<file path="src/rtl/fetch_sequencer_if.sv">
// fetch_sequencer_if: instruction-memory, decoder and status bus around the fetch stage
// slave  = fetch_sequencer side: drives im_addr, opcode, literal, instr_valid, flags, pc, halted
// master = environment side: drives stall, im_data, is_jump, jump_cond, flags_write, alu_flags
interface fetch_sequencer_if #(
  parameter int PC_W = 8,
  parameter int LIT_W = 8,
  parameter int OPC_W = 7
);
  logic stall;
  logic [PC_W-1:0] im_addr;
  logic [OPC_W+LIT_W-1:0] im_data;
  logic [OPC_W-1:0] opcode;
  logic [LIT_W-1:0] literal;
  logic instr_valid;
  logic is_jump;
  logic [3:0] jump_cond;
  logic flags_write;
  logic [3:0] alu_flags;
  logic [3:0] flags;
  logic [PC_W-1:0] pc;
  logic halted;
  modport master (
    output stall, im_data, is_jump, jump_cond, flags_write, alu_flags,
    input im_addr, opcode, literal, instr_valid, flags, pc, halted
  );
  modport slave (
    input stall, im_data, is_jump, jump_cond, flags_write, alu_flags,
    output im_addr, opcode, literal, instr_valid, flags, pc, halted
  );
endinterface

</file>
<file path="src/rtl/fetch_sequencer.sv">
// fetch_sequencer: two-cycle FETCH/EXEC instruction sequencer holding pc, IR and {Z,N,C,V} flags
// Ports: clk, reset (sync, active-high), bus (fetch_sequencer_if.slave).
// Optional HALT_ON_WRAP_EN: a non-jump EXEC at the last address halts instead of wrapping.
module fetch_sequencer #(
  parameter int PC_W = 8,
  parameter int LIT_W = 8,
  parameter int OPC_W = 7
) (
  input logic clk,
  input logic reset,
  fetch_sequencer_if.slave bus
);
`ifdef HALT_ON_WRAP_EN
  typedef enum logic [1:0] {FETCH, EXEC, HALT} state_t;
`else
  typedef enum logic [1:0] {FETCH, EXEC} state_t;
`endif
  state_t state, state_n;
  logic [PC_W-1:0] pc_q, pc_n;
  logic [OPC_W+LIT_W-1:0] ir_q, ir_n;
  logic [3:0] flags_q, flags_n;
  logic z, n, c, v, cond_ok, taken, do_fetch, do_exec, wrap_halt;
  assign {z, n, c, v} = flags_q;
  // conditions use the registered flags, so a write in this EXEC only affects the next instruction
  assign cond_ok = bus.jump_cond == 4'hf ? 1'b1 :
                   bus.jump_cond == 4'h1 ? z :
                   bus.jump_cond == 4'h2 ? !z :
                   bus.jump_cond == 4'h3 ? n :
                   bus.jump_cond == 4'h4 ? (!n && !z) :
                   bus.jump_cond == 4'h5 ? !n :
                   bus.jump_cond == 4'h6 ? (n || z) :
                   bus.jump_cond == 4'h7 ? c :
                   bus.jump_cond == 4'h8 ? v : 1'b0;
  assign do_fetch = state == FETCH && !bus.stall;
  assign do_exec = state == EXEC && !bus.stall;
  assign taken = bus.is_jump && cond_ok;
`ifdef HALT_ON_WRAP_EN
  assign wrap_halt = do_exec && !taken && &pc_q;
  assign bus.halted = state == HALT;
`else
  assign wrap_halt = 1'b0;
  assign bus.halted = 1'b0;
`endif
  always_comb begin
    pc_n = do_exec && !wrap_halt ? (taken ? ir_q[PC_W-1:0] : pc_q + PC_W'(1)) : pc_q;
    ir_n = do_fetch ? bus.im_data : ir_q;
    flags_n = do_exec && bus.flags_write ? bus.alu_flags : flags_q;
`ifdef HALT_ON_WRAP_EN
    state_n = bus.stall ? state : state == FETCH ? EXEC : state == EXEC ? (wrap_halt ? HALT : FETCH) : state;
`else
    state_n = bus.stall ? state : state == FETCH ? EXEC : FETCH;
`endif
  end
  always_ff @(posedge clk) begin
    if (reset) begin
      state <= FETCH;
      pc_q <= '0;
      ir_q <= '0;
      flags_q <= '0;
    end else begin
      state <= state_n;
      pc_q <= pc_n;
      ir_q <= ir_n;
      flags_q <= flags_n;
    end
  end
  assign bus.im_addr = pc_q;
  assign bus.pc = pc_q;
  assign bus.opcode = ir_q[OPC_W+LIT_W-1:LIT_W];
  assign bus.literal = ir_q[LIT_W-1:0];
  assign bus.flags = flags_q;
  assign bus.instr_valid = state == EXEC;
endmodule

</file>
<file path="src/flat_wrapper.sv">
// flat-port wrapper written by rule: the top's interface ports become plain ports
module fetch_sequencer_flat 
#(
  parameter int PC_W = 8,
  parameter int LIT_W = 8,
  parameter int OPC_W = 7
)
  (clk, reset, bus_stall, bus_im_data, bus_is_jump, bus_jump_cond, bus_flags_write, bus_alu_flags, bus_im_addr, bus_opcode, bus_literal, bus_instr_valid, bus_flags, bus_pc, bus_halted);
  fetch_sequencer_if #(.PC_W(PC_W), .LIT_W(LIT_W), .OPC_W(OPC_W)) bus_i ();
  input logic clk;
  input logic reset;
  input wire logic [$bits(bus_i.stall)-1:0] bus_stall;
  input wire logic [$bits(bus_i.im_data)-1:0] bus_im_data;
  input wire logic [$bits(bus_i.is_jump)-1:0] bus_is_jump;
  input wire logic [$bits(bus_i.jump_cond)-1:0] bus_jump_cond;
  input wire logic [$bits(bus_i.flags_write)-1:0] bus_flags_write;
  input wire logic [$bits(bus_i.alu_flags)-1:0] bus_alu_flags;
  output wire logic [$bits(bus_i.im_addr)-1:0] bus_im_addr;
  output wire logic [$bits(bus_i.opcode)-1:0] bus_opcode;
  output wire logic [$bits(bus_i.literal)-1:0] bus_literal;
  output wire logic [$bits(bus_i.instr_valid)-1:0] bus_instr_valid;
  output wire logic [$bits(bus_i.flags)-1:0] bus_flags;
  output wire logic [$bits(bus_i.pc)-1:0] bus_pc;
  output wire logic [$bits(bus_i.halted)-1:0] bus_halted;
  assign bus_i.stall = bus_stall;
  assign bus_i.im_data = bus_im_data;
  assign bus_i.is_jump = bus_is_jump;
  assign bus_i.jump_cond = bus_jump_cond;
  assign bus_i.flags_write = bus_flags_write;
  assign bus_i.alu_flags = bus_alu_flags;
  assign bus_im_addr = bus_i.im_addr;
  assign bus_opcode = bus_i.opcode;
  assign bus_literal = bus_i.literal;
  assign bus_instr_valid = bus_i.instr_valid;
  assign bus_flags = bus_i.flags;
  assign bus_pc = bus_i.pc;
  assign bus_halted = bus_i.halted;
  fetch_sequencer #(.PC_W(PC_W), .LIT_W(LIT_W), .OPC_W(OPC_W)) u_core (.clk(clk), .reset(reset), .bus(bus_i));
endmodule
</file>
<file path="config.mk">
export PLATFORM = sky130hd
export DESIGN_NAME = fetch_sequencer_flat
export DESIGN_NICKNAME = d
export VERILOG_FILES = /design/src/rtl/fetch_sequencer_if.sv /design/src/rtl/fetch_sequencer.sv /design/src/flat_wrapper.sv
export SDC_FILE = /design/constraint.sdc
export NUM_CORES = 1
export LEC_CHECK = 0
export ABC_AREA = 0
export BUFFER_PORTS_ARGS = -buffer_cell sky130_fd_sc_hd__buf_2
export CORE_ASPECT_RATIO = 2
export CORE_MARGIN = 10
export CORE_UTILIZATION = 30
export CTS_CLUSTER_SIZE = 24
export DETAILED_ROUTE_END_ITERATION = 16
export MAX_ROUTING_LAYER = met4
export PLACE_DENSITY = 0.58
export SYNTH_ARGS = -nofsm -noshare
export SYNTH_HDL_FRONTEND = slang
export SYNTH_SLANG_ARGS = --single-unit
</file>
<file path="constraint.sdc">
create_clock -name clk -period 3.6 [get_ports clk]
set_clock_uncertainty 0.15 [all_clocks]
set_input_delay 0.36 -clock clk [delete_from_list [all_inputs] [get_ports clk]]
set_output_delay 0.36 -clock clk [all_outputs]
set_load 0.02 [all_outputs]
</file>
# ---- Word level (Yosys, flattened, before mapping)
# Cells that the tools add are included.
dict set report word_totals {
  memories 0
  romBits 0
  output_inout_bits 37
  latch_bits 0
  word_cells 36
  input_bits 28
  regBits 29
  ram_bits 0
}
dict set report classes {
  n_mux 11
  n_div 0
  magnitude_cmp 0
  reduce_logical 10
  n_shift 0
  mul 0
  n_addsub 1
  eq_ne 10
  bitwise 0
}
# cell count
set ops {}
lappend ops {{$eq A4 B3 Y1 const B} 4}
lappend ops {{$mux W1} 10}
lappend ops {{$add A8 B1 Y8 const B} 1}
lappend ops {{$eq A4 B2 Y1 const B} 2}
lappend ops {{$eq A4 B4 Y1 const B} 2}
lappend ops {{$mux W8} 1}
lappend ops {{$logic_and A1 B1 Y1} 5}
lappend ops {{$eq A4 B1 Y1 const B} 1}
lappend ops {{$logic_not A1 Y1} 3}
lappend ops {{$eq A2 B1 Y1 const B} 1}
lappend ops {{$logic_not A2 Y1} 1}
lappend ops {{$logic_or A1 B1 Y1} 1}

# ---- Longest topological paths before layout
# Gate-level depths: netlist (run 1).
dict set report depth {
  depth_word 12
  depth_mapped 6
  depth_no_buf 6
}

# ---- Least setup slack after synthesis (run 1)
# OpenSTA, ideal clock, no wires.
dict set report synth_path {
  kind {reg-to-reg}
  startpoint {register u_core.pc_q[0] (netlist: u_core.bus.im_addr[0])}
  endpoint {register u_core.pc_q[6] (netlist: u_core.bus.im_addr[6])}
  setup_time_ns 0.058
  arrival_time_ns 1.835
  required_ns 3.392
  synth_period_minus_slack_ns 2.043
  setup_slack_ns 1.557
  path_stages_with_launch 7
  n_path_buf 0
  path_cell_list {dfxtp_1 ha_1 nand3_1 or2_2 or4_1 a22oi_1 a211o_1}
}
dict set report synth_between {
  elab_chain_cells 2
}
# element line_no
set synth_rtl {}
lappend synth_rtl {{start, declared} fetch_sequencer.sv:19} ;# logic [PC_W-1:0] pc_q, pc_n;
lappend synth_rtl {{start signal, assigned} fetch_sequencer.sv:62} ;# pc_q <= pc_n;
lappend synth_rtl {{$add A8 B1 Y8} fetch_sequencer.sv:45} ;# pc_n = do_exec && !wrap_halt ? (taken ? ir_q[PC_W-1:0] : pc_q + PC_W'(1)) : pc_q;
lappend synth_rtl {{$mux W8} fetch_sequencer.sv:45}
# No other way between the ends.
# A chain may end at the register's enable or synchronous reset.

# ---- Worst setup path after layout (run 1)
dict set report layout_path {
  startpoint {register u_core.pc_q[1] (netlist: u_core.bus.im_addr[1])}
  endpoint {register u_core.pc_q[6] (netlist: u_core.bus.im_addr[6])}
}
# Same word-level chain as after synthesis.

==> results of run 1 <==
[kinds of logic (layout without fill, tap and decap cells)]
family	Yosys count	in the layout	share of synthesized area, %
AOI/OAI and AO/OA	45	45	20.6
DFF	28	28	39.1
adders and majority gates	1	1	0.872
buffers and inverters	23	69	9.42
and+or+nand+nor	84	84	29.8
other	1	1	0.261
[worst min path at each step]
stage	start	end	slack [ns]	cells after the start
finish	bus_im_data[14]	u_core.ir_q[14]	0.15	3
detailed placement	u_core.ir_q[10]	u_core.ir_q[10]	0.29	2
CTS	bus_im_data[0]	u_core.ir_q[0]	0.14	3
floorplan	bus_im_data[10]	u_core.ir_q[10]	0.35	2
global placement	u_core.ir_q[13]	u_core.ir_q[13]	0.29	2
global route	bus_im_data[0]	u_core.ir_q[0]	0.14	3
[worst register-to-register path: cells and delay by family, from the launching register on]
family	cells	cell delay (ns)
simple gates	3	0.94
flops	1	0.42
compound gates	2	0.28
fa+ha+maj	1	0.22
[through the flow]
stage / worst slack (ns) / util (%) / std cells
finish: 1.55 / 38.0 / 283
global placement: 1.57 / 36.4 / 279
global route: 1.42 / 38.0 / 283
floorplan: 1.56 / - / 182
CTS: 1.53 / 38.0 / 283
detailed placement: 1.54 / 36.4 / 279
[state kept, by name (all words and copies together) (netlist names)]
| register | cells |
|---|---|
| u_core.bus.flags | 4 |
| u_core.ir_q | 15 |
| u_core.bus.im_addr | 8 |
| u_core.state | 1 |
[cell usage in the layout, fill, tap and decap left out]
cell / n
clkbuf_8: 3
o32a_2: 1
bufinv_16: 1
a21oi_1: 22
conb_1: 1
a211o_1: 4
nand2b_1: 2
nand2_1: 44
o21ai_0: 1
or3b_1: 1
and2_4: 1
nor2b_1: 4
a221o_1: 2
a221oi_1: 1
nand3b_1: 5
o21bai_1: 2
nand3_1: 6
a211oi_1: 2
or2_1: 1
a22o_2: 1
a31oi_1: 3
dfxtp_1: 28
or2_2: 2
ha_1: 1
nand4_1: 2
o211ai_1: 1
a2111oi_0: 1
nor2_1: 3
inv_1: 2
buf_2: 63
or4_1: 5
a22oi_1: 4
nor3b_1: 8
[power by group]
group          internal (mW)  switching, mW
sequential             0.324         0.0113
clock                  0.149          0.104
combinational         0.0403         0.0721
[per-layer routing]
layer	up-vias	track usage (%)	share of wire [%]
met4	0	4.34	1.6
met5	-	-	0
met3	6	1.81	5.0
li1	727	-	-
met2	38	18.0	54
met1	641	12.0	39
[area by class of cell]
| class | instances | area share (%) |
|---|---|---|
| repair buffers | 63 | 17.9 |
| clock inverters | 1 | 1.70 |
| multi-input cells | 131 | 41.9 |
| clock buffers | 3 | 2.34 |
| inverters | 2 | 0.426 |
| flip-flops and latches | 28 | 31.8 |
| well taps | 55 | 3.90 |
==> impl_results.rst, run 1 <==
.. list-table::
   :header-rows: 1

   * - Metric
     - Value
   * - Worst r2r path cells
     - 6
   * - Shortest period the worst path allows
     - 2.05 ns
   * - Maximum clock path buffer count
     - 2
   * - Count of warnings emitted by yosys
     - 0
   * - Max-slew headroom at the worst pin
     - 35.8%
   * - Final wirelength
     - 4.12 mm
   * - Flip-flop and latch area
     - 561 µm²
   * - Launch instance of the worst register-to-register path
     - u_core.bus.im_addr[1]
   * - Cell variety after synth
     - 34
   * - Power after layout
     - roughly 0.7 mW
   * - Syn_nets
     - 211
   * - TritonCTS clock tree
     - built
   * - First-pass iteration count of the detailed router
     - 4
   * - Half-perimeter wire length after detailed placement
     - 3.21 mm
   * - Setup Crit Path Kind
     - flip-flop to flip-flop
   * - Postcts setup bufs
     - 0
   * - Routed WL per cell
     - 14.6 µm
   * - Inserted Diodes
     - 0
   * - Crit. path cell count
     - 6
   * - Most area-hungry cell type in the Yosys netlist
     - dfxtp_1
   * - Cells after Synth
     - 182
   * - Synthesized cell area
     - around 1400 µm²
   * - Number of design-rule violations left by the first detailed-router iteration
     - 44
   * - Endpoint kind of the worst setup timing path
     - flip-flop
   * - Number of placed I/O pins
     - 65
   * - Arrival time reported for the critical path endpoint
     - 2.14 ns
   * - Number of buffers inserted by hold repair at cts
     - 0
   * - Fraction of final layout cells sized beyond drive strength 1
     - 31.6%
   * - Largest delay contributor family on the critical path
     - simple AND/OR/NAND/NOR gates
   * - Setup repair after global routing missed its margin
     - no
   * - Number of flops mapped to enable cells by yosys
     - 0
   * - Buffers on Ports
     - 63
   * - Number of setup violations in the final report
     - 0
   * - Worst path slowest cell
     - or4_1
   * - Buffer and inverter count on the worst path
     - 0
   * - Share of the clock period used by the worst path
     - 57.1%
   * - Critical Path Fanout Max
     - 5
   * - Type of the worst min-delay path
     - primary input to flip-flop
   * - Synth top area share
     - 39.1%
   * - Dominant cells by area after synthesis
     - dfxtp_1 39%, nand2_1 12%, a21oi_1 7.7%
   * - Sequential element share of the synthesized area
     - 39.1%
   * - Required arrival time at the worst endpoint
     - 3.68 ns
   * - Vias in the first global route
     - approximately 1400
   * - X dimension of the die
     - 68.9 µm
   * - Number of flip-flops and latches in the synthesized netlist
     - 28
   * - Most used standard cells in the synthesized netlist
     - 44 x nand2_1, 28 x dfxtp_1, 22 x a21oi_1
   * - Antenna violations before repair
     - 0
   * - Number of remaining DRC errors
     - 0
   * - Die height
     - 118 µm
   * - Post-Route Hold Slack
     - about 0.15 ns
   * - Setup TNS
     - 0 ns
   * - Final count of hold timing violations
     - 0
   * - FILL cells
     - 535
   * - H-tree level count
     - 1
   * - Minimum setup slack among reg-to-reg paths
     - 1.55 ns
   * - Core area
     - 4640 µm²
   * - Crit-path max cell delay
     - approximately 0.46 ns
   * - Number of placement rows
     - 35
   * - Buffer cell driving the clock tree root
     - clkbuf_8
   * - All-layer global routing usage
     - 10.8%
   * - Peak ir drop on the vdd network
     - 0.270 mV
   * - Wire length of the first global-routing pass
     - 6.82 mm
   * - Crit path launch
     - u_core.bus.im_addr[1]
   * - Outcome
     - finished clean
   * - Die Outline Area
     - between 8000 and 9000 µm²
   * - Synthesis-to-layout area growth
     - 22.8%
   * - Avg Vias per Cell
     - ~5
   * - Main flop type after synthesis
     - dfxtp_1
   * - Max Clk Rate
     - just under 500 MHz
   * - Post-synthesis area per instance
     - 7.89 µm²
   * - Residual overflow from global routing
     - 0
   * - Clock Latency Late Sink
     - approximately 0.28 ns
   * - Number of vias in the routed layout
     - 1412
   * - Final nets
     - 258
   * - Most common cell in the netlist
     - nand2_1
   * - Clock input transition at the sequential cells of the worst setup and hold paths
     - around 0.10 ns
   * - R2r endpoint
     - u_core.bus.im_addr[6]
   * - Power per cell area
     - 398 nW/µm²
   * - Reported leakage power
     - a little over 0.8 nW
   * - Area post-placement
     - 1690 µm²
   * - Multi-input gate area
     - 739 µm²
   * - Final estimated routing congestion in global placement
     - 0.794
   * - Reported max-cap violation count
     - 0
   * - Quantity of gates resized following cts
     - 0
   * - Cell breakdown of the critical path
     - ha_1 > nand3_1 > or2_2 > or4_1 > a22oi_1 > a211o_1
   * - Remaining antenna violation count
     - 0
   * - Initial cell density of the core
     - 30.9%
   * - Ys async rst share
     - 0%
   * - Final Slew Violations
     - 0
   * - Slew at the pin closest to its max-slew limit
     - 0.959 ns
   * - Worst setup SP type
     - flip-flop
   * - Number of CTS-inserted buffers
     - 3
   * - Worst Setup EP
     - u_core.bus.im_addr[6]
   * - CTS Sinks
     - 28
   * - Final Cell Area
     - 1760 µm²
   * - Maximum number of pins on one net before global-route repair
     - 41
No activity file was read; power rests on OpenSTA's default activity.
==> inputs of run 2 (changes only) <==
- clock period: 3.6 -> 2 ns (I/O delays scaled with it)
==> impl_results.rst, run 2 (synthesis gave the netlist of run 1 again) <==
.. list-table::
   :header-rows: 1

   * - Metric
     - Value
   * - Number of flip-flops in the largest register
     - 15
   * - Power share of the sequential group
     - between 40% and 50%
   * - Final Slew Violations
     - 0
   * - Max Clk Rate
     - roughly 520 MHz
   * - Die height
     - 118 µm
   * - Net Sw Frac
     - 26.5%
   * - Remaining antenna violation count
     - 0
   * - Core area
     - 4640 µm²
   * - Share of power burned in combinational logic
     - 18.7%
   * - Antenna violations before repair
     - 0
   * - Int Power
     - between 0.9 and 1 mW
   * - Final estimated routing congestion in global placement
     - 0.828
   * - Peak ir drop on the vdd network
     - approximately 0.44 mV
   * - Post-Route Hold Slack
     - 0.00606 ns
   * - Endpoint kind of the worst setup timing path
     - flip-flop
   * - Reported max-cap violation count
     - 0
   * - First-pass iteration count of the detailed router
     - 4
   * - Number of placement rows
     - 35
   * - Number of vias in the routed layout
     - 1493
   * - Residual overflow from global routing
     - 0
   * - Number of remaining DRC errors
     - 0
   * - Area post-placement
     - approximately 1800 µm²
   * - Half-perimeter wire length after detailed placement
     - 3.39 mm
   * - Wire length of the first global-routing pass
     - roughly 7.0 mm
   * - Commonest cells after routing, fill and taps aside
     - 63 x buf_2, 44 x nand2_1, 24 x dfxtp_1
   * - Final count of hold timing violations
     - 0
   * - Number of placed I/O pins
     - 65
   * - X dimension of the die
     - a little under 70 µm
   * - Clock input transition at the sequential cells of the worst setup and hold paths
     - 0.10 ns
   * - Critical Path Fanout Max
     - 5
   * - Number of CTS-inserted buffers
     - 3
   * - Setup repair after global routing missed its margin
     - yes
   * - Number of design-rule violations left by the first detailed-router iteration
     - 59
   * - Routed length on met2
     - approximately 2.6 mm
   * - Die Outline Area
     - 8120 µm²
   * - Maximum clock path buffer count
     - 2
   * - Postcts setup bufs
     - 0
   * - Switching pwr
     - between 0.3 and 0.4 mW
   * - Routed WL per cell
     - 14.9 µm
   * - Fraction of final layout cells sized beyond drive strength 1
     - 34.9%
   * - Initial cell density of the core
     - 30.9%
   * - Number of setup violations in the final report
     - 0
   * - Shortest period the worst path allows
     - around 1.9 ns
   * - Synthesis-to-layout area growth
     - 37.6%
   * - Biggest register
     - u_core.ir_q
   * - Reported leakage power
     - 0.899 nW
   * - Top metal layer carrying routed signals
     - met4
   * - Buffers on Ports
     - 63
   * - Final Cell Area
     - slightly below 2000 µm²
   * - Relative contribution of the clock network to total power
     - 34.7%
   * - CTS Sinks
     - 28
   * - Met3 wirelength from detailed routing
     - about 200 µm
   * - Worst setup SP type
     - flip-flop
   * - Avg Vias per Cell
     - about 4.9
   * - Final wirelength
     - 4.52 mm
   * - Vias in the first global route
     - 1459
   * - TritonCTS clock tree
     - built
   * - Outcome
     - finished clean
   * - Maximum number of pins on one net before global-route repair
     - 28
   * - Arrival time reported for the critical path endpoint
     - just under 2 ns
   * - Final nets
     - 279
   * - Type of the worst min-delay path
     - primary input to flip-flop
   * - Share of the clock period used by the worst path
     - between 90% and 100%
   * - H-tree level count
     - 1
   * - Required arrival time at the worst endpoint
     - 2.08 ns
   * - Buffer cell driving the clock tree root
     - clkbuf_8
   * - Power per cell area
     - 655 nW/µm²
   * - Setup Crit Path Kind
     - flip-flop to flip-flop
   * - Met1 Routed Length
     - about 1.6 mm
   * - Most common cell after layout, fill and taps aside
     - buf_2
   * - All-layer global routing usage
     - 11.0%
   * - Inserted Diodes
     - 0
   * - Clock Latency Late Sink
     - 0.28 ns
==> run 2: changes by cell type in the layout (fill, tap and decap cells not counted), sizes merged <==
cell / before / now
dlygate4sd3: 0 / 12
buf: 63 / 71
o32a: 1 / 2
==> run 2: critical path, stage by stage, from the launching register on <==
cell     delay, ns
dfxtp_4       0.38
ha_2          0.19
nand3_2       0.09
or2_2         0.31
or4_1         0.47
a22oi_1       0.15
a211o_1       0.11
==> run 2: what timing repair did <==
action	in CTS	in global routing
endpoints found under the hold margin	12	0
endpoints found under the setup margin	0	4
gates resized for setup	0	7
hold buffers	12	0
==> run 2: power by group through the flow <==
stage          registers (mW)  logic [mW]  clock network [mW]
6_report                0.602       0.242               0.449
2_1_floorplan           0.647       0.107                   0
5_1_grt                 0.607       0.266               0.480
3_3_place_gp            0.615       0.219                   0
3_5_place_dp            0.616       0.220                   0
4_1_cts                 0.603       0.238               0.463
==> run 2: worst paths after layout <==
path                                         endpoint  cells past startpoint  slack [ns]                  start
worst max register to register  u_core.bus.im_addr[6]                      6        0.08  u_core.bus.im_addr[1]
worst min-delay path              u_core.bus.flags[3]                      3       0.006       bus_alu_flags[3]
worst max-delay path            u_core.bus.im_addr[6]                      6        0.08  u_core.bus.im_addr[1]
worst min register to register         u_core.ir_q[9]                      2        0.31         u_core.ir_q[9]
==> run 2: layer usage <==
metal,track usage [%],vias to the layer above
li1,-,766
met5,-,-
met1,11.2,676
met4,5.83,0
met2,19.2,42
met3,1.14,9
==> run 2: final cells by class <==
| cell class | count | area, µm² |
|---|---|---|
| fill | 518 | 2670 |
| multi-input combinational | 132 | 763 |
| sequential | 28 | 568 |
| timing repair buffer | 83 | 495 |
| tap | 55 | 68.8 |
| clock buffer | 3 | 41.3 |
| clock inverter | 1 | 30.0 |
| inverter | 2 | 7.51 |
==> run 2: stage by stage <==
stage	instances	utilization (%)	TNS, ns	power [mW]	setup slack (ns)
final	304	42.5	0	1.29	0.0836
after CTS	303	41.9	0	1.30	0.0289
after floorplan	182	-	0	0.754	0.0715
after global routing	304	42.5	-0.0158	1.35	-0.0158
after global placement	287	37.8	0	0.834	0.110
after detailed placement	287	37.8	0	0.836	0.0622
